===== src/rtl/serial_adder_pkg.sv =====
// Shared definitions for the bit-serial adder.
// Contents: FSM state encoding used by serial_adder.
package serial_adder_pkg;

    typedef enum logic [1:0] {
        SA_IDLE = 2'd0,
        SA_RUN  = 2'd1,
        SA_DONE = 2'd2
    } sa_state_e;

endpackage


===== src/rtl/serial_adder_full_adder.sv =====
// Single-bit full-adder cell, the only arithmetic in the serial adder.
// Ports:
//   x, y  - operand bits
//   ci    - carry in
//   s     - sum bit
//   co    - carry out
module full_adder (
    input  logic x,
    input  logic y,
    input  logic ci,
    output logic s,
    output logic co
);

    logic p;

    assign p  = x ^ y;
    assign s  = p ^ ci;
    assign co = (x & y) | (ci & p);

endmodule


===== src/rtl/serial_adder.sv =====
// Bit-serial WIDTH-bit adder: captures a, b, cin over a valid/ready handshake,
// adds LSB-first through one full-adder cell, one bit per clock, then holds
// sum/cout behind a valid/ready output handshake.
// Ports:
//   clk, rst_n            - clock, async active-low reset
//   in_valid / in_ready   - operand handshake (ready only in IDLE)
//   a, b, cin             - operands, sampled at the acceptance edge only
//   out_valid / out_ready - result handshake (valid only in DONE)
//   sum, cout             - (a + b + cin) mod 2^WIDTH and its carry out
//   busy                  - high in RUN or DONE
//
// state   | meaning
// --------+---------------------------------------------------------
// SA_IDLE | waiting for operands, in_ready=1
// SA_RUN  | shifting one bit per clock through the full adder
// SA_DONE | result presented, waiting for out_ready
module serial_adder
    import serial_adder_pkg::*;
#(
    parameter int WIDTH = 8
) (
    input  logic             clk,
    input  logic             rst_n,
    input  logic             in_valid,
    output logic             in_ready,
    input  logic [WIDTH-1:0] a,
    input  logic [WIDTH-1:0] b,
    input  logic             cin,
    output logic             out_valid,
    input  logic             out_ready,
    output logic [WIDTH-1:0] sum,
    output logic             cout,
    output logic             busy
);

    localparam int CNT_W = (WIDTH > 1) ? $clog2(WIDTH) : 1;
    localparam logic [CNT_W-1:0] CNT_LAST = CNT_W'(WIDTH - 1);

    sa_state_e        state_q;
    logic [WIDTH-1:0] a_sh_q;
    logic [WIDTH-1:0] b_sh_q;
    // Only WIDTH-1 partial sum bits need storing; the final bit comes
    // straight from the full adder on the last RUN edge.
    logic [WIDTH-2:0] sum_sh_q;
    logic [WIDTH-1:0] sum_sh_d;
    logic             carry_q;
    logic [CNT_W-1:0] cnt_q;
    logic [WIDTH-1:0] sum_q;
    logic             cout_q;
    logic             in_ready_q;
    logic             out_valid_q;
    logic             busy_q;
    logic             fa_s;
    logic             fa_co;

    full_adder u_fa (
        .x  (a_sh_q[0]),
        .y  (b_sh_q[0]),
        .ci (carry_q),
        .s  (fa_s),
        .co (fa_co)
    );

    assign sum_sh_d = {fa_s, sum_sh_q};

    always_ff @(posedge clk or negedge rst_n) begin
        if (!rst_n) begin
            state_q     <= SA_IDLE;
            a_sh_q      <= '0;
            b_sh_q      <= '0;
            sum_sh_q    <= '0;
            carry_q     <= 1'b0;
            cnt_q       <= '0;
            sum_q       <= '0;
            cout_q      <= 1'b0;
            in_ready_q  <= 1'b1;
            out_valid_q <= 1'b0;
            busy_q      <= 1'b0;
        end else begin
            case (state_q)
                SA_IDLE: begin
                    if (in_valid) begin
                        a_sh_q     <= a;
                        b_sh_q     <= b;
                        carry_q    <= cin;
                        sum_sh_q   <= '0;
                        cnt_q      <= '0;
                        state_q    <= SA_RUN;
                        in_ready_q <= 1'b0;
                        busy_q     <= 1'b1;
                    end
                end
                SA_RUN: begin
                    a_sh_q   <= {1'b0, a_sh_q[WIDTH-1:1]};
                    b_sh_q   <= {1'b0, b_sh_q[WIDTH-1:1]};
                    sum_sh_q <= sum_sh_d[WIDTH-1:1];
                    carry_q  <= fa_co;
                    if (cnt_q == CNT_LAST) begin
                        // Result registers only move here, so sum/cout stay
                        // stable through DONE and the following IDLE/RUN.
                        sum_q       <= sum_sh_d;
                        cout_q      <= fa_co;
                        state_q     <= SA_DONE;
                        out_valid_q <= 1'b1;
                    end else begin
                        cnt_q <= cnt_q + CNT_W'(1);
                    end
                end
                SA_DONE: begin
                    if (out_ready) begin
                        state_q     <= SA_IDLE;
                        out_valid_q <= 1'b0;
                        busy_q      <= 1'b0;
                        in_ready_q  <= 1'b1;
                    end
                end
                default: begin
                    state_q     <= SA_IDLE;
                    out_valid_q <= 1'b0;
                    busy_q      <= 1'b0;
                    in_ready_q  <= 1'b1;
                end
            endcase
        end
    end

    assign in_ready  = in_ready_q;
    assign out_valid = out_valid_q;
    assign busy      = busy_q;
    assign sum       = sum_q;
    assign cout      = cout_q;

endmodule


===== config.mk =====
export PLATFORM = sky130hd
export DESIGN_NAME = serial_adder
export DESIGN_NICKNAME = d
export VERILOG_FILES = /design/src/rtl/serial_adder_pkg.sv /design/src/rtl/serial_adder_full_adder.sv /design/src/rtl/serial_adder.sv
export SDC_FILE = /design/constraint.sdc
export NUM_CORES = 1
export LEC_CHECK = 0
export BUFFER_PORTS_ARGS = -buffer_cell sky130_fd_sc_hd__buf_2
export CORE_ASPECT_RATIO = 1.2
export CORE_MARGIN = 2
export CORE_UTILIZATION = 55
export DETAILED_ROUTE_END_ITERATION = 8
export PLACE_DENSITY_LB_ADDON = 0.1
export SLEW_MARGIN = 20
export SYNTH_ARGS = -nofsm -noshare
export SYNTH_HDL_FRONTEND = slang
export SYNTH_SLANG_ARGS = --single-unit

===== constraint.sdc =====
create_clock -name clk -period 3.99 [get_ports clk]
set_clock_uncertainty 0.1 [all_clocks]
set_input_delay 0.798 -clock clk [delete_from_list [all_inputs] [get_ports clk]]
set_output_delay 0.798 -clock clk [all_outputs]
set_load 0.02 [all_outputs]

* Word-level counts from Yosys, hierarchy flattened
Cells that the tools add are included.
** Word-level totals
- Flip-flop bits (word level) :: 41
- Input bits :: 21
- Output and inout port bits :: 12
- Logic and storage cells :: 57
** Cells by class
- Add/sub/neg operators :: 1
- Eq/ne operators :: 7
- Muxes and demuxes :: 23
- Bitwise operators :: 7
- Reductions and logical operators :: 8
** Operator list (count)
- $pmux W8 S2 :: 2
- $mux W8 :: 2
- $pmux W7 S2 :: 1
- $reduce_and A3 Y1 :: 4
- $pmux W1 S3 :: 3
- $ne A2 B2 Y1 const B :: 4
- $mux W7 :: 1
- $mux W1 :: 6
- $mux W2 :: 3
- $mux W3 :: 2
- $pmux W2 S3 :: 1
- $pmux W3 S2 :: 1
- $reduce_and A2 Y1 :: 2
- $add A3 B1 Y3 const B :: 1
- $eq A3 B3 Y1 const B :: 1
- $and A1 B1 Y1 :: 2
- $eq A2 B1 Y1 const B :: 1
- $eq A2 B2 Y1 const B :: 1
- $logic_not A2 Y1 :: 1
- $not A1 Y1 :: 2
- $pmux W1 S2 :: 1
- $reduce_bool A2 Y1 :: 1
- $xor A1 B1 Y1 :: 2
- $or A1 B1 Y1 :: 1

* Logic depth before layout (Yosys ltp)
- Depth after elaboration :: 4
- Depth in mapped cells :: 6
- Depth with buffers taken out :: 5

* By module
A second synthesis with hierarchy kept.
** Second synthesis, totals
- Cells, all modules :: 149
- Area, all modules :: 1804.2 µm²
** By module, submodules not included
- serial_adder :: times used 1, cells each 148, area an instance 1784.2 µm², seq. area each 1027.2 µm²
- full_adder :: times used 1, cells each 1, area an instance 20.0 µm², seq. area each 0.0 µm²

* Worst setup path before layout
OpenSTA, ideal clock, no wires.
- Kind :: in2reg
- Start :: input in_valid
- End :: register a_sh_q[2]
- Data arrival time :: 1.468 ns
- Path slack :: 2.357 ns
- Stages on the path :: 4
- Path buffers :: 1
- Path through :: buf_2 nor2_1 nor2_1 o221a_2
** Between the ends
- Cells in the longest elaborated chain, start to end :: 2
** RTL lines
- from (decl) :: line serial_adder.sv:24 : input logic in_valid,
- $ne A2 B2 Y1 (no line)
- $reduce_and A2 Y1 (no line)
- to (signal assigned) :: line serial_adder.sv:94 : a_sh_q <= {1'b0, a_sh_q[WIDTH-1:1]};
- to (decl) :: line serial_adder.sv:40 : logic [WIDTH-1:0] a_sh_q;
Every way passes these cells.
A chain may end at the register's enable or synchronous reset.

* Final worst setup path
- Start :: register in_ready_q, in the netlist in_ready
- End :: output in_ready
** RTL lines
- from (decl) :: line serial_adder.sv:50 : logic in_ready_q;
- from (signal assigned) :: line serial_adder.sv:76 : in_ready_q <= 1'b1;
- from (signal assigned) :: line serial_adder.sv:89 : in_ready_q <= 1'b0;
- from (signal assigned) :: line serial_adder.sv:114 : in_ready_q <= 1'b1;
- to (decl) :: line serial_adder.sv:25 : output logic in_ready,
No word-level cell between the ends.

==> results.tsv <==
metric	value	unit
core-area	3060	sq um
relSlewSlack	40.3	%
holdCritPathClass	reg -> reg	
critPathLaunchType	flop	
power	1550	uW
clock-root-buffer	clkbuf_4	
yosysUniqueCellTypes	28	
worst_slew_pin_slew	0.895	ns
critPathArrivalTime	1.07	ns
synth_fp_nets	171	
status	complete, no violations	
synth-simple-area-share	6.10	%
ys.flop_type	dfrtp_1	
cp_top_family	flip-flops	
drt_iter0_drc	36	
critical_path_buf_inv_count	1	
drcViolationCount	0	
finalSetupTns	0	ns
firstDrtPassIters	4	
finalHoldViolCount	0	
ctsResizeCount	0	
vias	1319	
required	3.09	ns
fin_crit_sh	49.3	%
hpwl	2.40	mm
clk_pin_slew_worst_paths	0.11	ns
gp_congestion	0.744	
worstRegToRegCells	3	
synth_top_area_share	56.7	%
grt_pass1_vias	1254	
cp.depth	1	
max_freq	0.508	GHz
cp_max_fo	3	
synth_edf_count	0	
postCtsSetupBuffers	0	
crit_path_end_kind	primary output	
synth-seq-cells	41	
async_flop_share	100	%
max_stage_delay	0.56	ns
design.die.area	3680	sq um
syn_area	1760	sq um
finalMaxSlewViolations	0	
ir_worst_vdd	0.000487	V
ctsLongestPathBuffers	2	
cp_cell_sequence	buf_2	
htreeDepth	2	
die_y	66.0	um
grtUsageTotal	21.2	%
area_growth	12.6	%
gr-total-overflow	0	
drive_gt1_share	31.1	%
min_period	1.97	ns
synth_xor_area_share	0	%
grt_max_degree	42	
final_area	1990	sq um
setup_viol_count_final	0	
nNetsFinal	200	
maxCapViolations	0	
cts_buffers	5	
placed_cell_area	1920	sq um
cts_tree	done	
wirelength	3.51	mm
synth_top_cell_by_area	dfrtp_1	
synth.most_common_cell	dfrtp_1	
yosys_warnings	0	
leakagePower	0.000909	uW
rows	22	
syn_avg_cell_area	12.0	sq um
antenna_left	0	
synthAdderAreaFrac	2.55	%
port_buffers	32	
whs_path_depth	1	
wire_per_inst	16.5	um
start_util	57.7	%
synth_top_family_by_area	compound AO/OA/AOI/OAI gates	
synth-compound-area-share	23.8	%
ys_seq_area_share	58.2	%
rsz0062_at_grt	no	
syn_inst	147	
cts_sinks	41	
grt_pass1_wl	5.89	mm
clock_latency	0.35	ns
p_per_area	780	nW/um^2
ff2ff_setup_slack	2.08	ns
synthMuxAreaShare	5.74	%
via_per_inst	6.19	
cpMaxStageDelayCell	dfstp_2	
diodes	0	
fin_ws	2.02	ns
whs	0.411	ns
dp_slack	2.02	ns
crit_type	reg -> out	
netlist_top_cells_area	dfrtp_1, o22ai_1, mux2_2, a21oi_1, a22o_1	
antenna_found_initial	0	
ys_top_cells_by_count	dfrtp_1, o22ai_1, a21oi_1	
cts_hold_buffers	0	
die_w	55.7	um
ios	33	
## power by group
part	leakage [uW]	switching (uW)	internal (uW)
Combinational	0.000373	309	268
Sequential	0.000495	141	599
Clock	0.0000413	131	102
Total	0.000909	581	968
## per-layer routing
metal | GRT usage [%] | wire, um | vias to the layer above | part of all wire, %
li1 | - | - | 621 | -
met1 | 28.5 | 1480 | 648 | 42
met2 | 33.5 | 1760 | 45 | 50
met3 | 5.28 | 212 | 5 | 6.0
met4 | 8.23 | 54 | 0 | 1.5
met5 | 0 | 0 | - | 0
## area by class of cell
type | count | area (sq um)
Clock buffer | 7 | 65.1
Clock inverter | 1 | 5.00
Fill cell | 256 | 1070
Inverter | 3 | 11.3
Multi-Input combinational cell | 93 | 673
Sequential cell | 41 | 1030
Tap cell | 36 | 45.0
Timing Repair Buffer | 32 | 160
## final timing paths
| path | startpoint | endpoint |
|---|---|---|
| setup / recovery | in_ready | in_ready |
| hold / removal | sum[0] | sum[0] |
| setup reg to reg | state_q[0] | sum[3] |
| hold reg to reg | sum[0] | sum[0] |
| max in group asynchronous | rst_n | b_sh_q[4] |
| min in group asynchronous | rst_n | cnt_q[2] |
## state kept, by name (all words and copies together) (netlist names)
register,cells
a_sh_q,8
b_sh_q,8
busy,1
carry_q,1
cnt_q,3
cout,1
in_ready,1
out_valid,1
state_q,2
sum,8
sum_sh_q,7
## stage by stage
stage / cells / util (%)
floorplan: 147 / -
detailed placement: 205 / 62.7
global placement: 205 / 62.7
global route: 213 / 65.0
CTS: 213 / 65.0
finish: 213 / 65.0
## cell families after synthesis
family          count (synthesis)
flops                          41
compound gates                 62
fa+ha+maj                       3
simple gates                   19
mux                             9
buf+inv                        13
## cell usage in the layout, fill, tap and decap left out, types with 4 or more instances in the layout
| cell | count |
|---|---|
| nand2b_1 | 4 |
| o21ai_0 | 6 |
| clkbuf_4 | 5 |
| o22ai_1 | 21 |
| a21oi_1 | 14 |
| nor2_1 | 5 |
| dfrtp_1 | 40 |
| buf_2 | 32 |
| o2bb2ai_1 | 4 |
| a22o_1 | 7 |
| mux2_2 | 9 |
## worst reg2reg max path, cell delays in order (launching register included)
cell and delay (ns):
dfrtp_1 0.60, nor2b_1 0.59, nand2_4 0.21, mux2_2 0.32
Note: power is estimated with default switching activity, not from simulation.
